## config.mk

```make
export PLATFORM = sky130hd
export DESIGN_NAME = fetch_stage
export DESIGN_NICKNAME = d
export VERILOG_FILES = /design/src/rtl/fetch_stage_pkg.sv /design/src/rtl/if_id_reg.sv /design/src/rtl/fetch_stage.sv
export SDC_FILE = /design/constraint.sdc
export NUM_CORES = 1
export LEC_CHECK = 0
export CAP_MARGIN = 20
export CORE_AREA = 4 4 74 76
export CTS_BUF_LIST = sky130_fd_sc_hd__clkbuf_16
export CTS_CLUSTER_DIAMETER = 60
export CTS_CLUSTER_SIZE = 40
export DETAILED_ROUTE_END_ITERATION = 7
export DIE_AREA = 0 0 78 80
export PLACE_DENSITY = 0.94
export SLEW_MARGIN = 5
export SYNTH_ARGS = -nofsm -noshare
export SYNTH_HDL_FRONTEND = slang
export SYNTH_HIERARCHICAL = 1
export SYNTH_SLANG_ARGS = --single-unit
```

## constraint.sdc

```tcl
create_clock -name clk -period 6.1 [get_ports clk]
set_clock_uncertainty 0.1 [all_clocks]
set_input_delay 0.915 -clock clk [delete_from_list [all_inputs] [get_ports clk]]
set_output_delay 0.915 -clock clk [all_outputs]
set_load 0.03 [all_outputs]
```

## src/rtl/fetch_stage_pkg.sv

```systemverilog
// Shared fetch-stage definitions: bus widths, the NOP encoding and the fetch FSM states.
package fetch_stage_pkg;

  localparam int INST_ADDR_LENGTH = 16;
  localparam int INST_BUS_LENGTH  = 16;

  localparam logic [15:0] NOP_INST = 16'h0000;

  typedef enum logic {
    FETCH_RUN  = 1'b0,
    FETCH_HALT = 1'b1
  } fetch_state_t;

endpackage

```

## src/rtl/if_id_reg.sv

```systemverilog
// IF/ID pipeline register: load a fetched word, hold it, clear its valid bit,
// or squash it to a NOP.
module if_id_reg
  import fetch_stage_pkg::*;
#(
  parameter int ADDR_W = INST_ADDR_LENGTH,
  parameter int INST_W = INST_BUS_LENGTH
) (
  input  logic              clk,
  input  logic              rst,
  input  logic              load,
  input  logic              load_valid,
  input  logic              squash,
  input  logic              clear_valid,
  input  logic [INST_W-1:0] inst_d,
  input  logic [ADDR_W-1:0] pc_d,
  output logic [INST_W-1:0] inst_q,
  output logic [ADDR_W-1:0] pc_q,
  output logic              valid_q
);

  // NOTE: sequential state uses non-blocking assignments so every register
  // samples its inputs as they were before the edge, independent of block order.
  always_ff @(posedge clk) begin
    if (rst) begin
      inst_q  <= INST_W'(NOP_INST);
      pc_q    <= '0;
      valid_q <= 1'b0;
    end else if (squash) begin
      // The PC field keeps its old value; only the word and its valid bit are killed.
      inst_q  <= INST_W'(NOP_INST);
      valid_q <= 1'b0;
    end else if (load) begin
      inst_q  <= inst_d;
      pc_q    <= pc_d;
      valid_q <= load_valid;
    end else if (clear_valid) begin
      valid_q <= 1'b0;
    end
  end

endmodule

```

## src/rtl/fetch_stage.sv

```systemverilog
// Instruction-fetch stage: owns the PC and the RUN/HALT FSM, addresses the ROM
// and feeds the IF/ID register with stall, flush and redirect handling.
module fetch_stage
  import fetch_stage_pkg::*;
#(
  parameter int ADDR_W     = INST_ADDR_LENGTH,
  parameter int INST_W     = INST_BUS_LENGTH,
  parameter int IMEM_DEPTH = 38
) (
  input  logic              clk,
  input  logic              rst,
  input  logic              stall_i,
  input  logic              flush_i,
  input  logic              redirect_i,
  input  logic [ADDR_W-1:0] redirect_pc_i,
  output logic [ADDR_W-1:0] pc_o,
  input  logic [INST_W-1:0] inst_i,
  output logic [INST_W-1:0] if_id_inst_o,
  output logic [ADDR_W-1:0] if_id_pc_o,
  output logic              if_id_valid_o,
  output logic              halted_o
);

  localparam logic [ADDR_W-1:0] DEPTH = ADDR_W'(IMEM_DEPTH);

  fetch_state_t      state;
  logic [ADDR_W-1:0] pc;
  logic              in_program;

  logic load, load_valid, squash, clear_valid;

  assign in_program = (pc < DEPTH);
  assign pc_o       = pc;
  assign halted_o   = (state == FETCH_HALT);

  // NOTE: every signal driven here gets a default first, so no path through
  // the branches leaves it unassigned and no latch is inferred.
  always_comb begin
    load        = 1'b0;
    load_valid  = 1'b0;
    squash      = 1'b0;
    clear_valid = 1'b0;
    if (state == FETCH_RUN) begin
      if (redirect_i) begin
        squash = 1'b1;
      end else if (stall_i) begin
        clear_valid = flush_i;
      end else if (in_program) begin
        load       = 1'b1;
        load_valid = !flush_i;
      end else begin
        clear_valid = 1'b1;
      end
    end
  end

  // In HALT the IF/ID word is already invalid, so stall/flush have nothing to do.
  always_ff @(posedge clk) begin
    if (rst) begin
      pc    <= '0;
      state <= FETCH_RUN;
    end else begin
      unique case (state)
        FETCH_RUN: begin
          if (redirect_i) begin
            pc <= redirect_pc_i;
          end else if (!stall_i) begin
            if (in_program) pc <= pc + ADDR_W'(1);
            else            state <= FETCH_HALT;
          end
        end
        FETCH_HALT: begin
          if (redirect_i) begin
            pc    <= redirect_pc_i;
            state <= FETCH_RUN;
          end
        end
        default: state <= FETCH_RUN;
      endcase
    end
  end

  if_id_reg #(
    .ADDR_W (ADDR_W),
    .INST_W (INST_W)
  ) u_if_id_reg (
    .clk         (clk),
    .rst         (rst),
    .load        (load),
    .load_valid  (load_valid),
    .squash      (squash),
    .clear_valid (clear_valid),
    .inst_d      (inst_i),
    .pc_d        (pc),
    .inst_q      (if_id_inst_o),
    .pc_q        (if_id_pc_o),
    .valid_q     (if_id_valid_o)
  );

endmodule

```

---- Yosys cells after proc, flatten, opt, wreduce, memory -nomap -nowiden ----
Index checks and enable logic that the tools add are counted.
word-level totals
  register bits after elaboration ......... 50
  bits of input ports ..................... 37
  output and inout port bits .............. 50
  logic and storage cells ................. 42
operators by class
  add/sub/neg operators ................... 1
  magnitude comparators ................... 1
  eq/ne operators ......................... 3
  multiplexer cells ....................... 25
  bitwise gates (word level) .............. 2
  reduce and logical (&&, ||, !) cells .... 5
operator list
  kind                                                  number
  two-way mux 16 bit                                    4
  case mux 16 bit (2 select lines)                      1
  two-way mux 1 bit                                     19
  adder 16 x 1 -> 16 bit (second input constant)        1
  < comparator 16 x 6 -> 1 bit (second input constant)  1
  != test 3 bit (second input constant)                 2
  AND reduction 3 bit                                   1
  != test 2 bit (second input constant)                 1
  inverter 1 bit                                        2
  case mux 1 bit (2 select lines)                       1
  AND reduction 2 bit                                   1
  nonzero test 2 bit                                    1
  OR reduction 2 bit                                    1
  logical NOT 1 bit                                     1

---- Logic depth before layout (Yosys ltp) ----
Gate-level depths: netlist (run 1).
  word-level depth ........................ 7
  depth in mapped cells ................... 11
  depth with buffers taken out ............ 7

---- Hierarchy ----
Netlist (run 1), hierarchy kept.
by module, submodules not included
  module       times used  cells each  area an instance (µm²)  seq. area each (µm²)
  if_id_reg    1           129         1228.7                  660.6
  fetch_stage  1           107         938.4                   340.3

---- Least setup slack after synthesis (run 1) ----
OpenSTA, ideal clock, no wires.
  path type ............................... input -> register
  start ................................... input redirect_i
  end ..................................... register u_if_id_reg.pc_q[5]
  library setup time ...................... 143 ps
  arrival time ............................ 2637 ps
  data required time ...................... 5857 ps
  setup slack ............................. 3220 ps
  stages .................................. 10
  path buffers ............................ 6
  path through ............................ clkbuf_1 -> clkbuf_1 -> buf_1 -> nor2_1 -> buf_6 -> and2b_1 -> buf_6 -> buf_6 -> nand2_1 -> a21oi_2
on the way
  elaborated cells between the ends (all ways) .. 6
  those cells by class .................... mux (4); bitwise (1); reduce/logical (1)
RTL lines
  element                        RTL line           source
  start, declared                fetch_stage.sv:14  input logic redirect_i,
  two-way mux 1 bit              fetch_stage.sv:44  if (redirect_i) begin
  two-way mux 1 bit              fetch_stage.sv:43  if (state == FETCH_RUN) begin
  via load                       fetch_stage.sv:30  logic load, load_valid, squash, clear_valid;
  AND reduction 2 bit (no line)  -
  end signal, assigned           if_id_reg.sv:35    pc_q <= pc_d;
  end, declared                  if_id_reg.sv:18    output logic [ADDR_W-1:0] pc_q,
The timed path passes the listed nets, and every way through them passes these cells.
A chain may end at the register's enable or synchronous reset.

---- Worst setup path in the final report (run 1) ----
  start ................................... input stall_i
  end ..................................... register u_if_id_reg.pc_q[5]
on the way
  longest elaborated chain between the ends .. 4
ends and longest elaborated chain
  element                        RTL line           source
  start, declared                fetch_stage.sv:12  input logic stall_i,
  two-way mux 1 bit              fetch_stage.sv:46  end else if (stall_i) begin
  two-way mux 1 bit              fetch_stage.sv:44
  two-way mux 1 bit              fetch_stage.sv:43
  via load                       fetch_stage.sv:30
  AND reduction 2 bit (no line)  -
The timed path passes the listed nets, and every way through them passes these cells.

==> flow_metrics.py, run 1 <==
metrics = {
    "worst_setup_path": {
        "cp_slowest_stage_delay_ps": 510,
        "endpoint_kind": "register",
        "path_max_fanout": 20,
        "arrival_ps": 3190,
        "crit_type": "input port to register",
        "cp.required_ps": 6210,
        "cp_common_cell": "nand2_1",
        "start_kind": "input port",
        "cp_slowest_cell": "and2b_1",
        "path_cells": "clkdlybuf4s50_1 > nor2_1 > and2_0 > nand2_1 > nor2_2 > buf_4 > and2b_1 > nand2_1 > a21oi_2",
        "cp_num_buf_inv": 2,
        "cpLargestDelayFamily": "simple AND/OR/NAND/NOR gates",
    },
    "status": {
        "status": "finished clean",
    },
    "floorplan": {
        "die_h_um": 80,
        "pin_count": 87,
        "dieArea_um2": 6240,
        "start_util_pct": 45.9,
        "core-area_um2": 4720,
        "rows": 25,
        "chipWidth_um": 78,
    },
    "synthesis": {
        "synth-async-reset-ratio_pct": 0,
        "syn_inst": 236,
        "synth_warnings": 6,
        "synth.distinct_cells": 46,
        "ys_ff_latch": 50,
        "ys.flop_type": "dfxtp_1",
        "postSynthAreaPerCell_um2": 9.18,
        "netlist_area_um2": 2170,
        "syn-num-nets": 274,
        "synth_enable_flop_cells": 0,
        "seq_area_frac_synth_pct": 46.2,
    },
    "detailed_routing": {
        "postRouteAntennaNets": 0,
        "firstDrtPassIters": 4,
        "drtIter0Drc": 121,
        "wirelength_um": 5730,
        "drc": 0,
        "viasPerCell": 5.18,
        "vias": 1979,
        "post_drt_wl_per_cell_um": 15.0,
    },
    "global_routing": {
        "grt_pass1_wl_um": 9330,
        "first_global_vias": 2015,
        "grt_max_degree": 34,
        "antenna_found_initial": 0,
        "grtUsageTotal_pct": 18.9,
        "grt.overflow.total": 0,
    },
    "placed_design": {
        "dp_slack_ps": 2700,
        "placed_area_um2": 3040,
        "place_inst": 376,
        "place_hpwl_um": 4260,
        "place_congestion": 0.811,
        "numPortBuffers": 86,
    },
    "cells_and_area": {
        "layout.cells.non_filler": 382,
        "n_fill_cell": 364,
        "area_growth_pct": 46.2,
        "num-nets-final": 354,
        "antenna_cells": 0,
        "multi_input_area_um2": 1060,
        "drive_gt1_share_pct": 8.25,
        "final_cell_area_um2": 3170,
        "regArea_um2": 1000,
        "fin_util_pct": 67.1,
    },
    "cts": {
        "clock_path_buffers": 2,
        "clkTransAtPathRegs_ps": 60,
        "post_cts_buffers": 0,
        "hold_buffers": 0,
        "worst_skew_pair.late_latency_ps": 280,
        "cts_resized": 0,
        "htree_levels": 2,
        "clkSinkCount": 50,
        "clockRootBuffer": "clkbuf_16",
        "numCtsBuffers": 5,
        "cts_tree": "done",
    },
    "timing": {
        "rsz0062_at_grt": "no",
        "setup_ws_ps": 3020,
        "finalSetupViolations": 0,
        "tns_ps": 0,
        "drv_slew": 0,
        "tightest_slew_ps": 607,
        "finalHoldViolations": 0,
        "relSlewSlack_pct": 59.5,
        "post-route-period-util_pct": 50.5,
        "max_freq_ghz": 0.325,
        "fin_crit_ps": 3080,
    },
    "worst_hold_path": {
        "hold_class": "register to register",
    },
    "power": {
        "powerDensity_nw_per_um2": 227,
        "peakVddDrop_mv": 0.126,
        "cellLeakagePower_nw": 1.09,
    },
    "job": {
        "maxCapViolCount": 0,
    },
}
synth_stat cells, types with 4 or more instances:
cell type / number / area share [%]
buf_2: 5 / 1.2
mux2i_1: 24 / 11
a21oi_1: 11 / 2.5
nor2_1: 31 / 5.4
a21oi_2: 10 / 4.0
buf_6: 4 / 2.1
inv_1: 4 / 0.69
clkbuf_1: 6 / 1.0
a211oi_1: 6 / 2.1
nand2_1: 38 / 6.6
dfxtp_1: 50 / 46
per-layer routing:
metal	up-vias	share of wire, %	GRT usage (%)	wire, um
met5	-	0	0	0
met4	0	0.96	8.22	55
met3	6	12	8.01	668
met2	104	47	30.7	2680
met1	888	41	21.6	2320
li1	981	-	-	-
area by class of cell:
| class | count | share of cell area (%) |
|---|---|---|
| clock buffers | 5 | 3.95 |
| clock inverters | 1 | 0.118 |
| inverters | 4 | 0.474 |
| multi-input cells | 166 | 33.4 |
| flip-flops and latches | 50 | 31.6 |
| well taps | 67 | 2.65 |
| repair buffers | 89 | 27.9 |
sequential cells by signal, summed over array words and instances, names as in the netlist:
name and count:
u_if_id_reg/valid_q 1, u_if_id_reg/inst_q 16, halted_o 1, pc_o 16, u_if_id_reg/pc_q 16
path summary, 6_finish.rpt:
check,cells after the start,slack [ps],endpoint,from
worst max-delay path,9,3020,u_if_id_reg/pc_q[5],stall_i
worst min-delay path,2,360,u_if_id_reg/pc_q[15],u_if_id_reg/pc_q[15]
worst max register to register,8,3060,u_if_id_reg/pc_q[5],pc_o[15]
worst min register to register,2,360,u_if_id_reg/pc_q[15],u_if_id_reg/pc_q[15]
per-stage QoR:
step	hold WS, ps	total power, mW
CTS	356	0.724
floorplan	480	0.419
finish	356	0.718
global placement	346	0.470
global route	381	0.747
detailed placement	348	0.472
layout by cell type, fill, tap and decap left out, types with 4 or more instances in the layout:
cell	netlist	routed
clkbuf_16	0	5
dfxtp_1	50	50
inv_1	4	4
clkdlybuf4s50_1	0	86
nand2_1	38	38
a211oi_1	6	6
nor2_1	31	30
a21oi_1	11	11
a21oi_2	10	10
mux2i_1	24	24
worst register-to-register path, cell delays in order, from the launching register on:
cell and delay [ps]:
dfxtp_1 340, or4_4 570, a2111oi_4 540, nand2_1 190
nor2_2 120, buf_4 300, and2b_1 510, nand2_1 150
a21oi_2 140
where the power goes:
part	total [mW]	switching, mW	internal [mW]	leakage [nW]
Combinational	0.115	0.0579	0.0568	0.618
Clock	0.253	0.108	0.146	0.0632
Sequential	0.350	0.0143	0.336	0.406
Total	0.718	0.180	0.538	1.09
cell families after synthesis:
| family | Yosys count | synth area share [%] |
|---|---|---|
| compound gates | 47 | 17.7 |
| fa+ha+maj | 1 | 0.577 |
| buf+inv | 20 | 5.14 |
| flops | 50 | 46.2 |
| mux | 24 | 11.1 |
| simple gates | 94 | 19.3 |
(Power assumes the default switching activity.)
==> inputs of run 2 (changes only) <==
--- a/config.mk
+++ b/config.mk
@@ -6,13 +6,13 @@
 export NUM_CORES = 1
 export LEC_CHECK = 0
 export CAP_MARGIN = 20
-export CORE_AREA = 4 4 74 76
+export CORE_AREA = 4 4 80 82
 export CTS_BUF_LIST = sky130_fd_sc_hd__clkbuf_16
 export CTS_CLUSTER_DIAMETER = 60
 export CTS_CLUSTER_SIZE = 40
 export DETAILED_ROUTE_END_ITERATION = 7
-export DIE_AREA = 0 0 78 80
-export PLACE_DENSITY = 0.94
+export DIE_AREA = 0 0 84 86
+export PLACE_DENSITY = 0.86
 export SLEW_MARGIN = 5
 export SYNTH_ARGS = -nofsm -noshare
 export SYNTH_HDL_FRONTEND = slang
==> constraint.sdc (replaced) <==
create_clock -name clk -period 2.75 [get_ports clk]
set_clock_uncertainty 0.1 [all_clocks]
set_input_delay 0.4125 -clock clk [delete_from_list [all_inputs] [get_ports clk]]
set_output_delay 0.4125 -clock clk [all_outputs]
set_load 0.03 [all_outputs]
==> run 2 against run 1 <==
Count of clock-buffer cells in the layout is the same. Critical endpoint is now u_if_id_reg/pc_q[0]. Total power increased by 130%. Setup slack worse by 2700 ps. Die area increased by 16%. Non-clock buffer count rose by 4. Sequential cell count is the same. Core utilization is 11 points lower.
==> flow_metrics.py, run 2 (synthesis results as in run 1) <==
metrics = {
    "cells_and_area": {
        "n_fill_cell": 514,
        "antenna_cells": 0,
        "layout.cells.non_filler": 396,
        "final_cell_mix": "clkdlybuf4s50_1, dfxtp_1, nand2_1",
        "num-nets-final": 358,
        "area_growth_pct": 48.5,
        "drive_gt1_share_pct": 9.66,
        "multi_input_area_um2": 1060,
        "final_common_cell": "clkdlybuf4s50_1",
        "regArea_um2": 1000,
    },
    "placed_design": {
        "place_inst": 388,
        "place_congestion": 0.833,
        "place_hpwl_um": 4400,
        "numPortBuffers": 86,
    },
    "cts": {
        "clkTransAtPathRegs_ps": 60,
        "clockRootBuffer": "clkbuf_16",
        "post_cts_buffers": 0,
        "hold_buffers": 0,
        "clock_path_buffers": 2,
        "cts_tree": "done",
        "htree_levels": 2,
        "cts_resized": 0,
        "clkSinkCount": 50,
        "worst_skew_pair.late_latency_ps": 280,
        "numCtsBuffers": 5,
    },
    "worst_setup_path": {
        "cp_common_cell": "nand2_1",
        "cp_num_buf_inv": 0,
        "path_cells": "nor4_1 > and2_0 > nand2_1 > nor2_2 > nand2b_1 > nand2_1 > a21oi_1",
        "cpLargestDelayFamily": "simple AND/OR/NAND/NOR gates",
        "cp_slowest_cell": "nor4_1",
        "path_max_fanout": 16,
        "cp_slowest_stage_delay_ps": 510,
        "endpoint_kind": "register",
        "crit_type": "register to register",
        "cp.required_ps": 2810,
        "arrival_ps": 2520,
        "start_kind": "register",
    },
    "timing": {
        "finalHoldViolations": 0,
        "rsz0062_at_grt": "no",
        "relSlewSlack_pct": 58.9,
        "fin_crit_ps": 2460,
        "post-route-period-util_pct": 89.5,
        "drv_slew": 0,
        "tightest_slew_ps": 617,
        "finalSetupViolations": 0,
        "tns_ps": 0,
        "max_freq_ghz": 0.406,
    },
    "floorplan": {
        "pin_count": 87,
        "start_util_pct": 37.7,
        "chipWidth_um": 84,
        "rows": 28,
        "die_h_um": 86,
        "dieArea_um2": 7220,
        "core-area_um2": 5750,
    },
    "job": {
        "maxCapViolCount": 0,
    },
    "detailed_routing": {
        "viasPerCell": 5.11,
        "firstDrtPassIters": 4,
        "drtIter0Drc": 151,
        "post_drt_wl_per_cell_um": 14.8,
        "vias": 2023,
        "drc": 0,
        "wirelength_um": 5860,
        "postRouteAntennaNets": 0,
    },
    "global_routing": {
        "grt_max_degree": 27,
        "grtUsageTotal_pct": 16.4,
        "antenna_found_initial": 0,
        "grt.overflow.total": 0,
        "grt_pass1_wl_um": 9730,
        "first_global_vias": 2083,
    },
    "power": {
        "powerDensity_nw_per_um2": 503,
        "cellLeakagePower_nw": 1.12,
        "peakVddDrop_mv": 0.386,
    },
    "worst_hold_path": {
        "hold_class": "register to register",
    },
    "status": {
        "status": "finished clean",
    },
}
## run 2: layout make-up
class | instances | area share [%]
clock buffer | 5 | 3.89
clock inverter | 3 | 0.389
inverter | 4 | 0.467
multi-input combinational | 166 | 32.9
sequential | 50 | 31.1
tap | 75 | 2.92
timing repair buffer | 93 | 28.4
## run 2: metrics by stage
step / util, % / instance area [um^2] / setup WS, ps / hold WS [ps] / power (mW)
final: 56.0 / 3220 / 288 / 359 / 1.62
after global routing: 56.0 / 3220 / 104 / 382 / 1.68
after CTS: 56.0 / 3220 / 320 / 365 / 1.63
after detailed placement: 53.6 / 3080 / 279 / 354 / 1.06
after global placement: 53.6 / 3080 / 365 / 347 / 1.05
after floorplan: - / 2170 / 119 / 385 / 0.929
## run 2: tightest hold or removal path, stage by stage, from the launching register on
cell	delay [ps]
dfxtp_1	310
nand2_1	50
a21oi_1	50
## run 2: per-layer routing
metal / up-vias / routed length, um / share of wire, % / global-route usage [%]
met5: - / 0 / 0 / 0
met4: 0 / 21 / 0.36 / 2.63
met3: 2 / 663 / 11 / 8.45
met2: 101 / 2730 / 47 / 26.5
met1: 928 / 2440 / 42 / 19.9
li1: 992 / - / - / -
## run 2: final timing paths
check	to	cells after the start	slack (ps)	start
min	u_if_id_reg/pc_q[15]	2	360	u_if_id_reg/pc_q[15]
min reg2reg	u_if_id_reg/pc_q[15]	2	360	u_if_id_reg/pc_q[15]
max reg2reg	u_if_id_reg/pc_q[0]	7	290	pc_o[11]
max	u_if_id_reg/pc_q[0]	7	290	pc_o[11]
## run 2: power by group
group	switching (mW)	internal, mW
combinational	0.134	0.131
clock	0.250	0.329
sequential	0.0294	0.744
